### src/rtl/uart_tx.sv
// UART transmitter: start bit, DATA_SIZE data bits LSB first, parity, STOP_BITS stop bits.
// A one-word holding buffer lets the next frame follow the current one with no idle gap.
module uart_tx #(
    parameter int CLK_FREQ   = 10000,
    parameter int BAUD_RATE  = 1000,
    parameter int DATA_SIZE  = 8,
    parameter int PARITY_ODD = 0,
    parameter int STOP_BITS  = 1
) (
    input  logic       clk,
    input  logic       reset,
    input  logic       start,
    input  logic [9:0] data_in,
    output logic       ready,
    output logic       tx,
    output logic       busy,
    output logic       done
);
    localparam int DIV = CLK_FREQ / BAUD_RATE;
    localparam int BW  = (DIV > 1) ? $clog2(DIV) : 1;

    localparam logic [BW-1:0] BAUD_LAST = BW'(DIV - 1);
    localparam logic [3:0]    DATA_LAST = 4'(DATA_SIZE - 1);
    localparam logic [3:0]    STOP_LAST = 4'(STOP_BITS - 1);

    if (DATA_SIZE < 1 || DATA_SIZE > 10 || (STOP_BITS != 1 && STOP_BITS != 2) || DIV < 2)
    begin : g_param_check
        $error("uart_tx: illegal DATA_SIZE, STOP_BITS or clock/baud ratio");
    end

    typedef enum logic [2:0] {IDLE, START, DATA, PARITY, STOP} state_t;

    state_t                 state_q, state_d;
    logic [BW-1:0]          baud_q, baud_d;
    logic [3:0]             bit_q, bit_d;
    logic [DATA_SIZE-1:0]   shift_q, shift_d;
    logic                   parity_q, parity_d;
    logic [DATA_SIZE-1:0]   buf_q, buf_d;
    logic                   buf_full_q, buf_full_d;
    logic                   tx_q, tx_d, busy_q, busy_d, done_q, done_d;

    logic                   accept, bit_end, frame_end, load_shift, load_from_buf;
    logic [DATA_SIZE-1:0]   load_word;
    logic [9:0]             data_in_unused;

    // Payload bits above DATA_SIZE are ignored by design.
    assign data_in_unused = data_in;

    assign ready         = ~buf_full_q;
    assign accept        = start & ~buf_full_q;
    assign bit_end       = (baud_q == BAUD_LAST);
    assign frame_end     = (state_q == STOP) && bit_end && (bit_q == STOP_LAST);
    assign load_from_buf = frame_end && buf_full_q;
    assign load_shift    = ((state_q == IDLE) && accept) || (frame_end && (buf_full_q || accept));
    assign load_word     = load_from_buf ? buf_q : data_in[DATA_SIZE-1:0];

    // NOTE: sequential state uses non-blocking assignments so every register samples pre-edge values.
    always_ff @(posedge clk or negedge reset) begin
        if (!reset) state_q <= IDLE;
        else        state_q <= state_d;
    end

    // NOTE: every combinational output is given a default first so no path infers a latch.
    always_comb begin
        state_d = state_q;
        unique case (state_q)
            IDLE:    if (accept) state_d = START;
            START:   if (bit_end) state_d = DATA;
            DATA:    if (bit_end && bit_q == DATA_LAST) state_d = PARITY;
            PARITY:  if (bit_end) state_d = STOP;
            STOP:    if (frame_end) state_d = load_shift ? START : IDLE;
            default: state_d = IDLE;
        endcase
    end

    // Counters reload on every bit boundary, so entering START always starts at baud 0.
    always_comb begin
        baud_d     = (state_q == IDLE || bit_end) ? '0 : baud_q + BW'(1);
        bit_d      = '0;
        shift_d    = shift_q;
        parity_d   = parity_q;
        buf_d      = buf_q;
        buf_full_d = buf_full_q;

        if (state_q == DATA || state_q == STOP) begin
            bit_d = bit_q;
            if (bit_end) begin
                if ((state_q == DATA && bit_q == DATA_LAST) ||
                    (state_q == STOP && bit_q == STOP_LAST)) bit_d = '0;
                else                                         bit_d = bit_q + 4'd1;
            end
        end

        if (load_shift) begin
            shift_d  = load_word;
            parity_d = (^load_word) ^ (PARITY_ODD != 0);
        end else if (state_q == DATA && bit_end) begin
            shift_d = shift_q >> 1;
        end

        if (load_from_buf) begin
            buf_full_d = 1'b0;
        end else if (accept && !load_shift) begin
            buf_d      = data_in[DATA_SIZE-1:0];
            buf_full_d = 1'b1;
        end
    end

    // Outputs are registered from next-state values, so they line up with the state register.
    always_comb begin
        tx_d = 1'b1;
        unique case (state_d)
            START:   tx_d = 1'b0;
            DATA:    tx_d = shift_d[0];
            PARITY:  tx_d = parity_d;
            default: tx_d = 1'b1;
        endcase
        busy_d = (state_d != IDLE);
        done_d = (state_d == STOP) && (baud_d == BAUD_LAST) && (bit_d == STOP_LAST);
    end

    always_ff @(posedge clk or negedge reset) begin
        if (!reset) begin
            baud_q     <= '0;
            bit_q      <= '0;
            shift_q    <= '0;
            parity_q   <= 1'b0;
            buf_q      <= '0;
            buf_full_q <= 1'b0;
            tx_q       <= 1'b1;
            busy_q     <= 1'b0;
            done_q     <= 1'b0;
        end else begin
            baud_q     <= baud_d;
            bit_q      <= bit_d;
            shift_q    <= shift_d;
            parity_q   <= parity_d;
            buf_q      <= buf_d;
            buf_full_q <= buf_full_d;
            tx_q       <= tx_d;
            busy_q     <= busy_d;
            done_q     <= done_d;
        end
    end

    assign tx   = tx_q;
    assign busy = busy_q;
    assign done = done_q;

endmodule
### config.mk
export PLATFORM = sky130hd
export DESIGN_NAME = uart_tx
export DESIGN_NICKNAME = d
export VERILOG_FILES = /design/src/rtl/uart_tx.sv
export SDC_FILE = /design/constraint.sdc
export NUM_CORES = 1
export LEC_CHECK = 0
export ABC_AREA = 1
export ABC_CLOCK_PERIOD_IN_PS = 2400
export CELL_PAD_IN_SITES_DETAIL_PLACEMENT = 1
export CELL_PAD_IN_SITES_GLOBAL_PLACEMENT = 1
export CORE_MARGIN = 5
export CORE_UTILIZATION = 46
export DETAILED_ROUTE_END_ITERATION = 6
export DONT_BUFFER_PORTS = 1
export GPL_TIMING_DRIVEN = 1
export PLACE_DENSITY = 0.8
export SETUP_SLACK_MARGIN = 0.1
export SLEW_MARGIN = 20
export SYNTH_ARGS = -nofsm -noshare
export SYNTH_HDL_FRONTEND = slang
export SYNTH_SLANG_ARGS = --single-unit
export TNS_END_PERCENT = 5
### constraint.sdc
create_clock -name clk -period 2.4 [get_ports clk]
set_input_delay 0.36 -clock clk [delete_from_list [all_inputs] [get_ports clk]]
set_output_delay 0.36 -clock clk [all_outputs]
set_load 0.02 [all_outputs]
# Yosys cells after proc, flatten, opt, wreduce, memory -nomap -nowiden
# Cells that the tools add are included.
# Widths: inputs -> output; s select.
[op_classes]
add_sub_neg = 2
eq_ne = 11
mux = 18
bitwise_logic = 3
n_reduce_logical = 26
[op_table]
columns = ["operator", "n"]
rows = [
  ["$mux 8", 3],
  ["$mux 4", 4],
  ["$mux 3", 5],
  ["$pmux 3 s5", 1],
  ["$eq 3x2->1 const B", 4],
  ["$logic_and 1x1->1", 12],
  ["$add 4x1->4 const B", 2],
  ["$eq 4x4->1 const B", 2],
  ["$logic_not 4->1", 2],
  ["$reduce_xor 8->1", 1],
  ["$eq 3x1->1 const B", 2],
  ["$eq 3x3->1 const B", 2],
  ["$logic_or 1x1->1", 5],
  ["$eq 4x3->1 const B", 1],
  ["$mux 1", 4],
  ["$reduce_bool 2->1", 2],
  ["$logic_not 3->1", 1],
  ["$pmux 1 s3", 1],
  ["$reduce_bool 3->1", 1],
  ["$not 1->1", 2],
  ["$reduce_and 2->1", 1],
  ["$and 1x1->1", 1],
  ["$logic_not 1->1", 1],
]
[totals]
regBits = 32
out_inout_bits = 4

# Logic depth before layout (Yosys ltp)
[logic_depth]
word_depth = 11
ltp_mapped = 18
depth_no_buf = 17

# Least setup slack after synthesis
# No wires, ideal clock.
[synth_timing]
kind = "register -> register"
from = "register baud_q[1]"
to = "register tx_q (netlist: tx)"
arrival_ns = 1.797
slack_ns = 0.521
stages_incl_launch_ff = 19
n_path_buf = 1
period_less_slack_ns = 1.879
cell_sequence = "dfrtp_1 inv_1 ha_1 nand3_4 nor2_4 nand3_4 buf_6 nand2_1 nand2_1 nand2_1 nand2_1 nand2_1 nand2_1 inv_1 nand2_1 nand2_1 nand2_1 nand3_1 nand3_1"
[synth_via]
elab_chain_len = 10
word_cells_on_any_way = 23
classes_between = "eq/ne: 4; mux: 11; reduce/logical: 8"
[synth_rtl]
columns = ["element", "line_no", "text"]
rows = [
  ["from (decl)", "34", "logic [BW-1:0] baud_q, baud_d;"],
  ["from (signal assigned)", "134", "baud_q <= baud_d;"],
  ["$eq 4x4->1 (*)", "51", "assign bit_end = (baud_q == BAUD_LAST);"],
  ["$logic_and 1x1->1 (2 in a row)", "52", "assign frame_end = (state_q == STOP) && bit_end && (bit_q == STOP_LAST);"],
  ["$logic_and 1x1->1", "54", "assign load_shift = ((state_q == IDLE) && accept) || (frame_end && (buf_full_q || accept));"],
  ["$logic_or 1x1->1", "54", ""],
  ["$mux 1", "71", "STOP: if (frame_end) state_d = load_shift ? START : IDLE;"],
  ["$mux 3", "71", ""],
  ["$pmux 3 s5", "66", "unique case (state_q)"],
  ["$eq 3x2->1 / $eq 3x1->1 (equally long branches)", "112", "unique case (state_d)"],
  ["$pmux 1 s3 (*)", "112", ""],
  ["named net tx_d", "40", "logic tx_q, tx_d, busy_q, busy_d, done_q, done_d;"],
  ["to (signal assigned)", "140", "tx_q <= tx_d;"],
  ["to (decl)", "40", ""],
]
# Mark *: on every way through the listed nets, which the timed path passes. The rest lies on a longest branch. The select of a mux whose other input is x is not followed.
# A chain may end at the register's enable or synchronous reset.

# Final worst setup path
# Same ends and word-level chain as after synthesis.

==> flow_metrics.py <==
metrics = {
    "worst_setup_path": {
        "crit_type": "reg -> reg",
        "reg2reg_from": "baud_q[1]",
        "reg2reg_to": "tx",
        "crit_path_frequent_cell": "nand2_1",
        "start_kind": "register",
        "cp.arrival_ns": 2.41,
        "slowest_delay_ns": 0.41,
        "cp_data_required_time_ns": 2.61,
        "crit_path_end_kind": "register",
        "worstPathCellList": "inv_1 > ha_2 > nand3_4 > nor2_4 > buf_12 > nand3_4 > o21ai_2 > nand2_1 > nand2_1 > nand2_1 > nand2_1 > nand2_1 > nand2_2 > nand2_1 > nand3_1 > nand3_1",
        "cp_max_fo": 7,
        "r2r_slack_ns": 0.21,
        "reg2regPathDepth": 16,
        "cp_slowest_cell": "dfrtp_1",
    },
    "floorplanning": {
        "io_pins": 17,
        "die_h_um": 74.95,
        "row_count": 23,
        "coreArea_um2": 4058,
        "dieArea_um2": 5618,
        "die_w_um": 74.95,
        "start_util": 0.4783,
    },
    "logic_synthesis": {
        "ys_types": 32,
        "synth_nets": 283,
        "yosysTopAreaCell": "dfrtp_1",
        "synth-seq-cells": 32,
        "syn_area_um2": 1941,
        "syn_inst": 266,
        "avgSynthCellArea_um2": 7.296,
        "yosysSeqAreaShare": 0.4133,
        "synth_top_area_frac": 0.3997,
        "yosys_warnings": 0,
        "yosys-top-cells-area": "dfrtp_1 40%, nand2_1 18%, inv_1 6.6%",
    },
    "layout": {
        "drive_gt1_frac": 0.1866,
        "post-route-util": 0.5634,
        "multi_input_area_um2": 1030,
        "n_antenna_cell": 0,
        "areaGrowthSynthToFinish_pct": 17.79,
        "final_common_cell": "nand2_1",
        "final-seq-area_um2": 802.0,
        "layout.nets": 300,
        "fillers": 511,
        "final_cell_mix": "85 x nand2_1, 34 x inv_1, 31 x dfrtp_1",
    },
    "clocking": {
        "cts_root_buffer": "clkbuf_8",
        "cts.clk_slew.worst_paths_ns": 0.07,
        "clk_path_buf_depth": 2,
        "cts.sinks": 32,
        "cts_tree": "yes",
        "htree_levels": 2,
        "numCtsBuffers": 5,
        "insertion_delay_ns": 0.29,
    },
    "worst_hold_path": {
        "whs_path_depth": 2,
        "min_from": "data_in[1]",
        "hold_end": "buf_q[1]",
        "hold_class": "in -> reg",
    },
    "sta": {
        "skew_ns": 0.007347,
        "finalCriticalPeriod_ns": 2.193,
        "slew_viol_final": 0,
        "setup_viol": 0,
        "final_hold_viol_count": 0,
        "worst_slack_ns": 0.2071,
        "slew_headroom": 0.6712,
        "worst_pin_slew_ns": 0.4931,
        "maxClockFrequency_mhz": 456.0,
        "finalCritPeriodShare": 0.9137,
        "rsz0062_at_grt": "no",
        "tns_ns": 0,
    },
    "placed_design": {
        "dp.final_hpwl_mm": 3.604,
        "place_ws_ns": 0.1248,
        "portBuffers": 0,
        "gp_routability_congestion": 0.8004,
    },
    "route": {
        "drc": 0,
        "antenna_left": 0,
        "viasPerCell": 5.476,
        "dr_total_vias": 1829,
        "dr.first_iter.drc_count": 128,
        "drt_first_pass_iters": 4,
        "wl_per_cell_um": 16.62,
        "wl_mm": 5.552,
    },
    "grt": {
        "overflow": 0,
        "met1_usage": 0.2542,
        "grt_max_degree": 33,
        "grt.busiest_layer": "met2",
        "grt_usage": 0.1970,
        "grt_util_met3": 0.04940,
        "grtUsageMet2": 0.3259,
        "antenna_found_initial": 0,
        "grt_pass1_vias": 1761,
        "grt_pass1_wl_mm": 8.252,
    },
    "run_status": {
        "outcome": "finished clean",
    },
    "power_and_ir_drop": {
        "p_per_area_nw_per_um2": 467.6,
        "ir_worst_vdd_mv": 0.4597,
        "power.leakage_nw": 1.151,
    },
    "run": {
        "drv_cap": 0,
    },
}
==> cell usage after synthesis <==
library cell,count
dfrtp_1,31
nand4_1,14
nor3b_4,1
nand2_2,2
o221ai_1,2
nand2_1,95
nor2_4,3
o211ai_1,5
buf_4,1
nor3_1,3
nand3_4,2
xor2_1,2
nand3_1,12
o22ai_1,2
clkbuf_1,2
a21oi_1,1
dfstp_2,1
inv_2,6
inv_1,34
xnor2_1,1
a21boi_1,1
o21ai_0,12
clkinv_1,1
ha_1,4
a211oi_1,1
buf_1,1
nor2_1,17
buf_6,1
buf_2,2
or2_2,2
nor3_2,1
o21ai_1,3
==> kinds of logic after synthesis <==
family                   count (synthesis)  synth area share
XOR/XNOR                                 3           0.01354
flip-flops                              32            0.4133
AO/OA/AOI/OAI                           27           0.08382
AND/OR/NAND/NOR                        152            0.3636
buffers and inverters                   48           0.09993
adder cells (fa/ha/maj)                  4           0.02579
==> routing by layer <==
layer,vias to the layer above,part of all wire
li1,897,-
met1,899,0.47
met2,26,0.48
met3,7,0.035
met4,0,0.011
met5,-,0
==> sequential cells by signal (all words and copies together) (netlist names) <==
register and cells:
baud_q 4, bit_q 4, buf_full_q 1, buf_q 8
busy 1, done 1, parity_q 1, shift_q 8
state_q 3, tx 1
==> worst max path at each step <==
| stage | from | to | slack (ns) | cells after the start |
|---|---|---|---|---|
| floorplan | baud_q[1] | tx | 0.52 | 18 |
| global placement | bit_q[0] | buf_full_q | 0.25 | 10 |
| detailed placement | baud_q[1] | tx | 0.12 | 15 |
| CTS | baud_q[1] | tx | 0.11 | 15 |
| global route | baud_q[1] | tx | 0.02 | 16 |
| finish | baud_q[1] | tx | 0.21 | 16 |
==> critical path, delay by kind of cell (launching register included) <==
kind	cells	cell delay (ns)
and+or+nand+nor	12	1.05
buffers and inverters	2	0.21
adders and majority gates	1	0.19
AOI/OAI and AO/OA	1	0.24
DFF	1	0.41
==> metrics by stage <==
| step | cell area (um2) | instances | power [mW] | hold WS (ns) |
|---|---|---|---|---|
| detailed placement | 1986 | 312 | 0.6159 | 0.06507 |
| floorplan | 1941 | 266 | 0.6033 | 0.06441 |
| global placement | 1986 | 312 | 0.6135 | 0.06512 |
| CTS | 2106 | 322 | 1.069 | 0.2404 |
| global route | 2286 | 334 | 1.118 | 0.2466 |
| finish | 2286 | 334 | 1.069 | 0.2456 |
==> area by class of cell <==
| cell class | instances | area share |
|---|---|---|
| multi-input cells | 189 | 0.4505 |
| flip-flops and latches | 32 | 0.3508 |
| inverters | 41 | 0.06732 |
| repair buffers | 14 | 0.06459 |
| clock buffers | 8 | 0.03941 |
| well taps | 50 | 0.02737 |
==> power breakdown <==
part | switching [mW] | total (mW) | internal, mW
clock | 0.207 | 0.441 | 0.234
sequential | 0.00552 | 0.552 | 0.546
combinational | 0.0509 | 0.0763 | 0.0255
==> repair_timing <==
item	CTS	global route
hold buffers	2	0
endpoints found under the setup margin	0	11
setup buffers	0	8
gates resized for setup	0	21
hold endpoints to repair	32	0
(Power assumes the default switching activity.)
